`src/rtl/cam_pkg.sv`:
```
// cam_pkg: shared state encoding and RGB565 field positions for the
// OV7670 capture front end.
package cam_pkg;

    typedef enum logic [1:0] {
        IDLE,
        WAIT_VS_HIGH,
        WAIT_VS_LOW,
        ACTIVE
    } cam_state_t;

    localparam int CAM_H_PIXELS = 640;
    localparam int CAM_V_LINES  = 480;

    // MSB of each RGB565 field: R[15:11], G[10:5], B[4:0]
    localparam int RGB_R_MSB = 15;
    localparam int RGB_G_MSB = 10;
    localparam int RGB_B_MSB = 4;

endpackage

```
`src/rtl/cam_pixel_pack.sv`:
```
// cam_pixel_pack: pairs sensor bytes into RGB565 words and reduces each
// word to a 3-bit pixel; flags a dangling first byte at line end.
module cam_pixel_pack
    import cam_pkg::*;
(
    input  logic       pclk,
    input  logic       reset_n,
    input  logic       i_active,
    input  logic       i_flush,
    input  logic [7:0] data_in,
    input  logic       h_ref,
    input  logic       h_ref_q,
    output logic       pix_stb,
    output logic [2:0] pix_rgb,
    output logic       odd_err
);

    logic        r_phase;
    logic [7:0]  r_byte0;
    logic [15:0] w_word;
    logic        w_line_end;
    logic        w_phase_nxt;
    logic        w_unused;

    assign w_word      = {r_byte0, data_in};
    assign w_line_end  = h_ref_q & ~h_ref;
    assign w_phase_nxt = r_phase ^ h_ref;
    assign pix_stb     = i_active & h_ref & r_phase;
    assign pix_rgb     = {w_word[RGB_R_MSB], w_word[RGB_G_MSB], w_word[RGB_B_MSB]};
    assign odd_err     = i_active & (w_line_end | i_flush) & w_phase_nxt;
    assign w_unused    = ^w_word;

    always_ff @(posedge pclk or negedge reset_n) begin
        if (!reset_n) begin
            r_phase <= 1'b0;
            r_byte0 <= '0;
        end else begin
            if (!i_active || w_line_end || i_flush)
                r_phase <= 1'b0;
            else if (h_ref)
                r_phase <= ~r_phase;
            if (i_active && h_ref && !r_phase)
                r_byte0 <= data_in;
        end
    end

endmodule

```
`src/rtl/camera_capture.sv`:
```
// camera_capture: v_sync-locked OV7670 pixel capture with frame-buffer
// addressing; CAPTURE_DECIMATE_EN keeps only even-x/even-y pixels.
module camera_capture
    import cam_pkg::*;
#(
    parameter int H_PIXELS = CAM_H_PIXELS,
    parameter int V_LINES  = CAM_V_LINES,
    parameter int ADDR_W   = 19
) (
    input  logic              pclk,
    input  logic              reset_n,
    input  logic [7:0]        data_in,
    input  logic              h_ref,
    input  logic              v_sync,
    input  logic              enable,
    output logic [2:0]        pixel_out,
    output logic              pixel_valid,
    output logic [ADDR_W-1:0] pixel_addr,
    output logic [9:0]        x_count,
    output logic [9:0]        y_count,
    output logic              frame_start,
    output logic              frame_done,
    output logic              overrun
);

    localparam logic [9:0]        LP_H  = 10'(H_PIXELS);
    localparam logic [9:0]        LP_V  = 10'(V_LINES);
    localparam logic [9:0]        LP_X1 = 10'd1;
    localparam logic [ADDR_W-1:0] LP_A1 = ADDR_W'(1);

    cam_state_t        r_state;
    cam_state_t        w_state_nxt;
    logic              r_vs_q;
    logic              r_href_q;
    logic [9:0]        r_sx;
    logic [9:0]        r_sy;
    logic [9:0]        r_ox;
    logic [9:0]        r_oy;
    logic [ADDR_W-1:0] r_addr;
    logic              r_line_px;
    logic              r_line_em;

    logic              w_active;
    logic              w_start;
    logic              w_frame_end;
    logic              w_eol;
    logic              w_stb;
    logic              w_odd_err;
    logic              w_in_bounds;
    logic              w_keep;
    logic              w_emit;
    logic [2:0]        w_rgb;

    cam_pixel_pack u_pack (
        .pclk     (pclk),
        .reset_n  (reset_n),
        .i_active (w_active),
        .i_flush  (w_frame_end),
        .data_in  (data_in),
        .h_ref    (h_ref),
        .h_ref_q  (r_href_q),
        .pix_stb  (w_stb),
        .pix_rgb  (w_rgb),
        .odd_err  (w_odd_err)
    );

    assign w_active    = (r_state == ACTIVE);
    // a frame end with h_ref still high closes the line in the same cycle
    assign w_eol       = w_active & ((r_href_q & ~h_ref) | (w_frame_end & h_ref));
    assign w_in_bounds = (r_sx < LP_H) && (r_sy < LP_V);
`ifdef CAPTURE_DECIMATE_EN
    assign w_keep      = ~r_sx[0] & ~r_sy[0];
`else
    assign w_keep      = 1'b1;
`endif
    assign w_emit      = w_stb & w_in_bounds & w_keep;
    assign y_count     = r_oy;

    always_comb begin
        w_state_nxt = r_state;
        w_start     = 1'b0;
        w_frame_end = 1'b0;
        unique case (r_state)
            IDLE: begin
                if (enable)
                    w_state_nxt = WAIT_VS_HIGH;
            end
            WAIT_VS_HIGH: begin
                if (v_sync)
                    w_state_nxt = WAIT_VS_LOW;
            end
            WAIT_VS_LOW: begin
                if (!v_sync) begin
                    w_start     = 1'b1;
                    w_state_nxt = ACTIVE;
                end
            end
            ACTIVE: begin
                if (v_sync && !r_vs_q) begin
                    w_frame_end = 1'b1;
                    w_state_nxt = enable ? WAIT_VS_LOW : IDLE;
                end
            end
            default: w_state_nxt = IDLE;
        endcase
    end

    always_ff @(posedge pclk or negedge reset_n) begin
        if (!reset_n)
            r_state <= IDLE;
        else
            r_state <= w_state_nxt;
    end

    always_ff @(posedge pclk or negedge reset_n) begin
        if (!reset_n) begin
            r_vs_q      <= 1'b0;
            r_href_q    <= 1'b0;
            r_sx        <= '0;
            r_sy        <= '0;
            r_ox        <= '0;
            r_oy        <= '0;
            r_addr      <= '0;
            r_line_px   <= 1'b0;
            r_line_em   <= 1'b0;
            pixel_out   <= '0;
            pixel_valid <= 1'b0;
            pixel_addr  <= '0;
            x_count     <= '0;
            frame_start <= 1'b0;
            frame_done  <= 1'b0;
            overrun     <= 1'b0;
        end else begin
            r_vs_q      <= v_sync;
            r_href_q    <= h_ref;
            pixel_valid <= w_emit;
            frame_start <= w_start;
            frame_done  <= w_frame_end;

            if (w_emit) begin
                pixel_out  <= w_rgb;
                pixel_addr <= r_addr;
                x_count    <= r_ox;
                r_addr     <= r_addr + LP_A1;
                r_ox       <= r_ox + LP_X1;
                r_line_em  <= 1'b1;
            end

            if (w_stb) begin
                r_line_px <= 1'b1;
                if (r_sx < LP_H)
                    r_sx <= r_sx + LP_X1;
            end

            if ((w_stb && !w_in_bounds) || w_odd_err)
                overrun <= 1'b1;

            if (w_eol) begin
                r_sx      <= '0;
                r_ox      <= '0;
                r_line_px <= 1'b0;
                r_line_em <= 1'b0;
                if ((r_line_px || w_stb) && r_sy < LP_V)
                    r_sy <= r_sy + LP_X1;
                if (r_line_em || w_emit)
                    r_oy <= r_oy + LP_X1;
            end

            if (w_start) begin
                r_sx       <= '0;
                r_sy       <= '0;
                r_ox       <= '0;
                r_oy       <= '0;
                r_addr     <= '0;
                r_line_px  <= 1'b0;
                r_line_em  <= 1'b0;
                pixel_addr <= '0;
                x_count    <= '0;
                overrun    <= 1'b0;
            end
        end
    end

endmodule

```
`config.mk`:
```
export PLATFORM = sky130hd
export DESIGN_NAME = camera_capture
export DESIGN_NICKNAME = d
export VERILOG_FILES = /design/src/rtl/cam_pkg.sv /design/src/rtl/cam_pixel_pack.sv /design/src/rtl/camera_capture.sv
export SDC_FILE = /design/constraint.sdc
export NUM_CORES = 1
export LEC_CHECK = 0
export ABC_CLOCK_PERIOD_IN_PS = 3350
export CORE_MARGIN = 5
export CORE_UTILIZATION = 40
export DETAILED_ROUTE_END_ITERATION = 12
export PLACE_DENSITY_LB_ADDON = 0.12
export SLEW_MARGIN = 20
export SYNTH_ARGS = -nofsm -noshare
export SYNTH_HDL_FRONTEND = slang
export SYNTH_SLANG_ARGS = --single-unit
```
`constraint.sdc`:
```
create_clock -name pclk -period 3.35 [get_ports pclk]
set_clock_uncertainty 0.05 [all_clocks]
set_input_delay 0.67 -clock pclk [delete_from_list [all_inputs] [get_ports pclk]]
set_output_delay 0.67 -clock pclk [all_outputs]
set_load 0.005 [all_outputs]
```
==> results of run 1 <==
## logic make-up (layout without fill, tap and decap cells)
family / count (synthesis) / after routing / synth area share
fa+ha+maj: 5 / 5 / 0.0125
buf+inv: 40 / 92 / 0.0371
simple gates: 266 / 266 / 0.262
mux: 4 / 4 / 0.00878
compound gates: 97 / 97 / 0.134
flops: 104 / 104 / 0.522
xor+xnor: 14 / 14 / 0.0246
## worst max-delay path: cells and delay by family
| kind | cells | cell delay (ps) |
|---|---|---|
| AND/OR/NAND/NOR | 1 | 650 |
| AO/OA/AOI/OAI | 1 | 60 |
| buffers and inverters | 4 | 1360 |
## power by group through the flow
| stage | clock, mW | sequential, mW | combinational, mW |
|---|---|---|---|
| after floorplan | 0 | 1.49 | 0.359 |
| after global placement | 0 | 1.51 | 0.609 |
| after detailed placement | 0 | 1.52 | 0.622 |
| after CTS | 1.32 | 1.49 | 0.624 |
| after global routing | 1.37 | 1.52 | 0.688 |
| final | 1.29 | 1.49 | 0.612 |
## worst max path at each step
stage	startpoint	endpoint	slack, ps	cells after the start
after floorplan	v_sync	y_count[2]$_DFFE_PN0P_	1300	5
after global placement	v_sync	r_addr[16]$_DFFE_PN0P_	450	6
after detailed placement	v_sync	r_addr[16]$_DFFE_PN0P_	410	6
after CTS	v_sync	r_addr[16]$_DFFE_PN0P_	770	6
after global routing	v_sync	r_addr[5]$_DFFE_PN0P_	650	6
final	v_sync	r_addr[9]$_DFFE_PN0P_	750	6
## area by class of cell
type                       instances  area (um2)  share of cell area
clock buffer                      11         243              0.0400
clock inverter                     5         128              0.0210
inverter                           8        30.0             0.00495
multi-input combinational        386        2200               0.363
sequential                       104        2600               0.429
tap                              168         210              0.0346
timing repair buffer              68         653               0.108
## metrics by stage
step	worst slack [ps]	std cells
6_report	753	750
5_1_grt	652	750
4_1_cts	768	750
3_5_place_dp	407	734
3_3_place_gp	446	734
2_1_floorplan	1300	530
## sequential cells by signal (all words and copies together) (netlist names), 2 cells and up
signal          flops
r_sy               10
u_pack.r_byte0      2
y_count            10
r_sx               10
r_ox               10
pixel_out           3
x_count            10
r_state             2
r_addr             19
pixel_addr         19
## layout by cell type (no fill, tap or decap), types with 4 or more instances in the layout
cell type,Yosys,layout
nand3_1,55,55
a21oi_1,30,30
nor3_1,9,9
nor2b_1,4,4
bufinv_16,0,4
or4_1,11,11
xnor2_1,10,10
nand2_1,96,96
nand4_1,13,13
dfrtp_1,104,104
and3_1,11,11
a41o_1,7,7
nor4_1,9,9
buf_4,2,15
nand2b_1,4,4
o31ai_1,10,10
o21ai_0,12,12
nor2_1,34,34
ha_1,5,5
a31oi_1,8,8
clkdlybuf4s50_1,0,52
inv_1,8,8
or3_1,5,5
clkbuf_16,0,9
o41ai_1,6,6
xor2_1,4,4
## per-layer routing
layer / up-vias / wire, um
met4: 0 / 221
li1: 2020 / -
met3: 21 / 346
met5: - / 0
met1: 2044 / 5500
met2: 82 / 5390
==> impl_metrics.env, run 1 <==
export IMPL_status="completed"
export IMPL_reg2reg_slack_ps=1070
export IMPL_cpMostUsedCell="buf_4"
export IMPL_synth_seq_cells=104
export IMPL_ios=59
export IMPL_place_congestion=0.774
export IMPL_clkPwrFrac=0.380
export IMPL_yosysMostFrequentCell="dfrtp_1"
export IMPL_grt_busiest_layer="met2"
export IMPL_yosysSeqAreaShare=0.522
export IMPL_final_hold_viol_count=0
export IMPL_area_growth_pct=21.6
export IMPL_dp_hpwl_um=7740
export IMPL_numCtsBuffers=9
export IMPL_synth_top_area_frac=0.522
export IMPL_utilization=0.501
export IMPL_tns_ps=0
export IMPL_fmax_mhz=385
export IMPL_drtIter0Drc=270
export IMPL_grt_use_met2=0.261
export IMPL_intPower_mw=2.48
export IMPL_grt_total_usage=0.164
export IMPL_finalCriticalPeriod_ps=2600
export IMPL_max_slew_margin_rel=0.552
export IMPL_synth_edf_count=0
export IMPL_yosysWarningCount=0
export IMPL_grt_use_met3=0.0255
export IMPL_reg2reg_depth=5
export IMPL_io_buffers=53
export IMPL_power_density_nw_per_um2=560
export IMPL_crit_type="input pin to flip-flop"
export IMPL_die_w_um=122
export IMPL_cts_sinks=104
export IMPL_core_rowCount=40
export IMPL_crit_chain="clkdlybuf4s50_1 -> or3b_2 -> inv_1 -> buf_4 -> buf_4 -> a21oi_1"
export IMPL_routed_wl_um=11500
export IMPL_cts_max_path_buffers=2
export IMPL_clk_pin_slew_worst_paths_ps=70
export IMPL_worstPathRequired_ps=3520
export IMPL_use_met1=0.223
export IMPL_worstMarginPinSlew_ps=672
export IMPL_yosys_area_top_type="dfrtp_1"
export IMPL_layout_cell_area_non_filler_um2=6070
export IMPL_antenna_cells=0
export IMPL_drive_above_1_share=0.0704
export IMPL_overflow=0
export IMPL_setup_violations=0
export IMPL_yosys_cell_types_count=54
export IMPL_hold_class="input pin to async pin"
export IMPL_grt_pass1_vias=4085
export IMPL_async_reset_ff_frac=1.00
export IMPL_r2r_start="r_state[1]$_DFFE_PN0P_"
export IMPL_antenna_left=0
export IMPL_insertion_delay_ps=350
export IMPL_drc=0
export IMPL_switching_share=0.270
export IMPL_num_vias=4167
export IMPL_slowest_stage="or3b_2"
export IMPL_rsz0062_at_grt="false"
export IMPL_syn_num_nets=548
export IMPL_fin_crit_sh=0.775
export IMPL_r2r_end="r_addr[9]$_DFFE_PN0P_"
export IMPL_slowest_delay_ps=650
export IMPL_post_cts_buffers=0
export IMPL_coreArea_um2=12100
export IMPL_vias_per_cell=5.56
export IMPL_dieHeight_um=122
export IMPL_leakage_nw=2.71
export IMPL_grt_pass1_wl_um=19900
export IMPL_nFillCells=1165
export IMPL_die_area_um2=14800
export IMPL_root_buffer="clkbuf_16"
export IMPL_finalMaxSlewViolations=0
export IMPL_holdBufCountCts=0
export IMPL_p_comb_frac=0.180
export IMPL_irDropWorstVdd_uv=271
export IMPL_cts_max_level=3
export IMPL_whs_ps=292
export IMPL_layout_nets=595
export IMPL_drt_pass1_iter_count=4
export IMPL_cts_repair_resize_count=0
export IMPL_drv_cap=0
export IMPL_synth_cells=530
export IMPL_finalPower_mw=3.40
export IMPL_wire_per_inst_um=15.3
export IMPL_synth_area_per_cell_um2=9.41
export IMPL_arrival_ps=2760
export IMPL_pwr_share_seq=0.440
export IMPL_crit_path_start_kind="input pin"
export IMPL_worst_setup_path_end_kind="flip-flop"
export IMPL_cp_max_fo=16
export IMPL_grt_antenna_before_repair=0
export IMPL_switchingPower_mw=0.919
export IMPL_netlist_area_um2=4990
export IMPL_tritoncts="done"
export IMPL_start_util=0.412
export IMPL_grt_max_degree=58
export IMPL_place_area_um2=5700
export IMPL_synthFlopType="dfrtp_1"
export IMPL_ys_top_cells_by_area="dfrtp_1, nand2_1, nand3_1"
export IMPL_synthTopCellsByCount="dfrtp_1, nand2_1, nand3_1"
Power figures use the tool's default switching activity.
==> run 2: changes to the inputs <==
--- a/config.mk
+++ b/config.mk
@@ -5,7 +5,7 @@
 export SDC_FILE = /design/constraint.sdc
 export NUM_CORES = 1
 export LEC_CHECK = 0
-export ABC_CLOCK_PERIOD_IN_PS = 3350
+export ABC_CLOCK_PERIOD_IN_PS = 2700
 export CORE_MARGIN = 5
 export CORE_UTILIZATION = 40
 export DETAILED_ROUTE_END_ITERATION = 12
==> constraint.sdc (replaced) <==
create_clock -name pclk -period 2.7 [get_ports pclk]
set_clock_uncertainty 0.05 [all_clocks]
set_input_delay 0.54 -clock pclk [delete_from_list [all_inputs] [get_ports pclk]]
set_output_delay 0.54 -clock pclk [all_outputs]
set_load 0.005 [all_outputs]
==> impl_metrics.env, run 2 (synthesis results as in run 1) <==
export IMPL_status="completed"
export IMPL_drc=0
export IMPL_finalPower_mw=3.94
export IMPL_largestRegisters="pixel_addr x19, r_addr x19"
export IMPL_clk_pin_slew_worst_paths_ps=70
export IMPL_reg2reg_slack_ps=630
export IMPL_rsz0062_at_grt="false"
export IMPL_insertion_delay_ps=350
export IMPL_switchingPower_mw=1.14
export IMPL_grt_pass1_wl_um=20000
export IMPL_coreArea_um2=12100
export IMPL_crit_path_start_kind="input pin"
export IMPL_final_hold_viol_count=0
export IMPL_routed_wl_um=11600
export IMPL_setup_violations=0
export IMPL_worst_setup_path_end_kind="flip-flop"
export IMPL_r2r_start="r_state[0]$_DFFE_PN0P_"
export IMPL_die_w_um=122
export IMPL_cts_repair_resize_count=0
export IMPL_ios=59
export IMPL_tritoncts="done"
export IMPL_hold_class="input pin to async pin"
export IMPL_drive_above_1_share=0.0769
export IMPL_cp_max_fo=59
export IMPL_dieHeight_um=122
export IMPL_post_cts_buffers=0
export IMPL_antenna_cells=0
export IMPL_num_vias=4132
export IMPL_vias_per_cell=5.49
export IMPL_worstMarginPinSlew_ps=640
export IMPL_drv_cap=0
export IMPL_final_common_cell="dfrtp_1"
export IMPL_power_density_nw_per_um2=650
export IMPL_start_util=0.412
export IMPL_reg2reg_depth=4
export IMPL_dp_hpwl_um=7800
export IMPL_finalMaxSlewViolations=0
export IMPL_cts_max_path_buffers=2
export IMPL_overflow=0
export IMPL_layout_nets=598
export IMPL_place_congestion=0.786
export IMPL_io_buffers=53
export IMPL_tns_ps=0
export IMPL_p_comb_frac=0.201
export IMPL_core_rowCount=40
export IMPL_pwr_share_seq=0.470
export IMPL_leakage_nw=2.70
export IMPL_clkPwrFrac=0.329
export IMPL_worstPathRequired_ps=2920
export IMPL_area_growth_pct=21.5
export IMPL_fmax_mhz=451
export IMPL_drtIter0Drc=287
export IMPL_holdBufCountCts=0
export IMPL_crit_type="input pin to flip-flop"
export IMPL_nFillCells=1159
export IMPL_mostFrequentLayoutCells="dfrtp_1, nand2_1, nand3_1"
export IMPL_numCtsBuffers=9
export IMPL_utilization=0.501
export IMPL_antenna_left=0
export IMPL_r2r_end="r_sy[5]$_DFFE_PN0P_"
export IMPL_intPower_mw=2.80
export IMPL_root_buffer="clkbuf_16"
export IMPL_wire_per_inst_um=15.4
export IMPL_finalCriticalPeriod_ps=2220
export IMPL_die_area_um2=14800
export IMPL_arrival_ps=2440
export IMPL_switching_share=0.289
export IMPL_grt_total_usage=0.166
export IMPL_cts_sinks=104
export IMPL_grt_antenna_before_repair=0
export IMPL_drt_pass1_iter_count=4
export IMPL_grt_pass1_vias=4041
export IMPL_grt_max_degree=60
export IMPL_fin_crit_sh=0.822
export IMPL_cts_max_level=3
export IMPL_irDropWorstVdd_uv=428
export IMPL_max_slew_margin_rel=0.570
==> run 2: layer usage <==
metal | track usage | vias up | part of all wire
li1 | - | 2029 | -
met1 | 0.212 | 2040 | 0.46
met2 | 0.282 | 55 | 0.49
met3 | 0.0441 | 8 | 0.041
met4 | 0.0427 | 0 | 0.0089
met5 | 0 | - | 0
==> run 2: worst max-delay path by stage <==
stage               slack, ps   start                endpoint  cells past startpoint
finish                    480   h_ref     r_ox[6]$_DFFE_PN0P_                      6
global route              380   h_ref  r_addr[12]$_DFFE_PN0P_                      6
CTS                       480   h_ref     r_ox[6]$_DFFE_PN0P_                      6
detailed placement        130   h_ref  r_addr[12]$_DFFE_PN0P_                      6
global placement          140   h_ref  y_count[0]$_DFFE_PN0P_                      7
floorplan                 780  v_sync  y_count[2]$_DFFE_PN0P_                      5
==> run 2: power groups by stage <==
stage	registers [mW]	logic, mW	clock network, mW
2_1_floorplan	1.85	0.445	0
3_3_place_gp	1.88	0.786	0
3_5_place_dp	1.88	0.804	0
4_1_cts	1.85	0.808	1.34
5_1_grt	1.88	0.893	1.40
6_report	1.85	0.791	1.30
==> run 2: stage by stage <==
| stage | setup slack [ps] | hold slack, ps | instance area (um2) | std cells |
|---|---|---|---|---|
| after floorplan | 776 | 194 | 4990 | 530 |
| after global placement | 143 | 400 | 5760 | 737 |
| after detailed placement | 134 | 412 | 5760 | 737 |
| after CTS | 478 | 161 | 6060 | 753 |
| after global routing | 379 | 199 | 6060 | 753 |
| final | 481 | 150 | 6060 | 753 |
==> run 2: worst max-delay path, cell delays in order <==
cell	delay, ps
clkdlybuf4s50_1	550
and4_1	300
nand3_2	120
buf_12	220
or4_1	520
a21oi_1	180
==> run 2: final cells by class <==
type | count | area [um2] | area share
Sequential cell | 104 | 2600 | 0.429
Multi-Input combinational cell | 386 | 2200 | 0.363
Timing Repair Buffer | 71 | 713 | 0.118
Clock buffer | 13 | 280 | 0.0462
Tap cell | 168 | 210 | 0.0347
Inverter | 8 | 30.0 | 0.00495
Clock inverter | 3 | 23.8 | 0.00392
==> run 3: changes to the inputs <==
--- a/config.mk
+++ b/config.mk
@@ -5,7 +5,7 @@
 export SDC_FILE = /design/constraint.sdc
 export NUM_CORES = 1
 export LEC_CHECK = 0
-export ABC_CLOCK_PERIOD_IN_PS = 2700
+export ABC_CLOCK_PERIOD_IN_PS = 2200
 export CORE_MARGIN = 5
 export CORE_UTILIZATION = 40
 export DETAILED_ROUTE_END_ITERATION = 12
==> constraint.sdc (replaced) <==
create_clock -name pclk -period 2.2 [get_ports pclk]
set_clock_uncertainty 0.05 [all_clocks]
set_input_delay 0.44 -clock pclk [delete_from_list [all_inputs] [get_ports pclk]]
set_output_delay 0.44 -clock pclk [all_outputs]
set_load 0.005 [all_outputs]
==> impl_metrics.env, run 3 (synthesis results as in run 1) <==
export IMPL_drt_pass1_iter_count=4
export IMPL_dieHeight_um=122
export IMPL_tritoncts="done"
export IMPL_clkPwrFrac=0.356
export IMPL_whs_ps=88.0
export IMPL_routed_wl_um=11600
export IMPL_grt_total_usage=0.166
export IMPL_multi_input_area_um2=2200
export IMPL_root_buffer="clkbuf_16"
export IMPL_crit_path_start_kind="input pin"
export IMPL_place_congestion=0.801
export IMPL_cts_sinks=104
export IMPL_vias_per_cell=5.39
export IMPL_nFillCells=1180
export IMPL_worst_slack_ps=156
export IMPL_finalCriticalPeriod_ps=2040
export IMPL_status="completed"
export IMPL_grt_pass1_wl_um=20100
export IMPL_setup_violations=0
export IMPL_final_hold_viol_count=0
export IMPL_tns_ps=0
export IMPL_antenna_left=0
export IMPL_hold_class="input pin to async pin"
export IMPL_layout_nets=632
export IMPL_drive_above_1_share=0.126
export IMPL_mostFrequentLayoutCells="dfrtp_1, nand2_1, nand3_1"
export IMPL_final_common_cell="dfrtp_1"
export IMPL_start_util=0.412
export IMPL_holdBufCountCts=0
export IMPL_pwr_share_seq=0.435
export IMPL_grt_antenna_before_repair=0
export IMPL_grt_pass1_vias=4163
export IMPL_intPower_mw=3.78
export IMPL_post_cts_buffers=0
export IMPL_insertion_delay_ps=350
export IMPL_ff_latch_area_um2=2600
export IMPL_worstMarginPinSlew_ps=564
export IMPL_num_vias=4242
export IMPL_p_comb_frac=0.208
export IMPL_drtIter0Drc=218
export IMPL_overflow=0
export IMPL_die_area_um2=14800
export IMPL_numCtsBuffers=9
export IMPL_grt_max_degree=105
export IMPL_worst_setup_path_end_kind="flip-flop"
export IMPL_irDropWorstVdd_uv=528
export IMPL_cp_max_fo=8
export IMPL_dp_hpwl_um=7990
export IMPL_finalPower_mw=5.21
export IMPL_rsz0062_at_grt="false"
export IMPL_fmax_mhz=489
export IMPL_cts_max_level=3
export IMPL_arrival_ps=2270
export IMPL_switching_share=0.274
export IMPL_finalNonFillerCells=787
export IMPL_cts_repair_resize_count=0
export IMPL_area_growth_pct=27.2
export IMPL_core_rowCount=40
export IMPL_drc=0
export IMPL_coreArea_um2=12100
export IMPL_io_buffers=53
export IMPL_pre_cts_slack_ps=-210
export IMPL_antenna_cells=0
export IMPL_drv_cap=0
export IMPL_switchingPower_mw=1.43
export IMPL_finalMaxSlewViolations=0
export IMPL_die_w_um=122
export IMPL_wire_per_inst_um=14.8
export IMPL_max_slew_margin_rel=0.624
export IMPL_post_place_cells=771
export IMPL_leakage_nw=2.89
export IMPL_clk_pin_slew_worst_paths_ps=70
export IMPL_ios=59
export IMPL_largestRegisters="pixel_addr x19, r_addr x19"
export IMPL_crit_type="input pin to flip-flop"
export IMPL_cts_max_path_buffers=2
export IMPL_fin_crit_sh=0.929
export IMPL_power_density_nw_per_um2=821
export IMPL_worstPathRequired_ps=2420
[run 3: changes by cell type in the layout (fill, tap and decap cells not counted), sizes merged]
cell      delta
clkbuf       -2
buf         +34
clkinv       +1
clkinvlp     -2
bufinv       +3
[run 3: layout make-up]
class / count / area share
timing repair buffer: 105 / 0.151
inverter: 8 / 0.00473
tap: 168 / 0.0331
clock inverter: 5 / 0.0164
clock buffer: 11 / 0.0382
sequential: 104 / 0.410
multi-input combinational: 386 / 0.347
[run 3: power by group through the flow]
stage / Clock (mW) / Combinational (mW) / Sequential (mW)
after floorplan: 0 / 0.547 / 2.27
after global placement: 0 / 1.08 / 2.30
after detailed placement: 0 / 1.10 / 2.30
after CTS: 1.90 / 1.11 / 2.27
after global routing: 1.99 / 1.21 / 2.31
final: 1.86 / 1.09 / 2.27
[run 3: critical path, cell delays in order]
cell and delay [ps]:
clkdlybuf4s50_1 420, or3b_2 570, o21a_4 180, or4_1 490
a21oi_1 160
[run 3: through the flow]
stage / utilization / instance area [um2]
global placement: 0.495 / 6000
CTS: 0.524 / 6350
floorplan: - / 4990
global route: 0.524 / 6350
detailed placement: 0.495 / 6000
finish: 0.524 / 6350
[run 3: final timing paths]
| kind | depth (start not counted) | from | endpoint | slack (ps) |
|---|---|---|---|---|
| hold / removal | 2 | reset_n | pixel_addr[7]$_DFFE_PN0P_ | 90 |
| min in group pclk | 2 | u_pack.r_byte0[2]$_DFFE_PN0P_ | pixel_out[1]$_DFFE_PN0P_ | 420 |
| hold reg to reg | 2 | u_pack.r_byte0[2]$_DFFE_PN0P_ | pixel_out[1]$_DFFE_PN0P_ | 420 |
| setup reg to reg | 4 | r_state[1]$_DFFE_PN0P_ | r_sy[6]$_DFFE_PN0P_ | 190 |
| max in group asynchronous | 2 | reset_n | r_sy[4]$_DFFE_PN0P_ | 1560 |
| setup / recovery | 5 | v_sync | r_sy[6]$_DFFE_PN0P_ | 160 |
[run 3: per-layer routing]
layer,global-route usage,share of wire,vias to the layer above
li1,-,-,2105
met4,0.0623,0.015,0
met3,0.0288,0.034,15
met5,0,0,-
met2,0.268,0.48,74
met1,0.223,0.47,2048
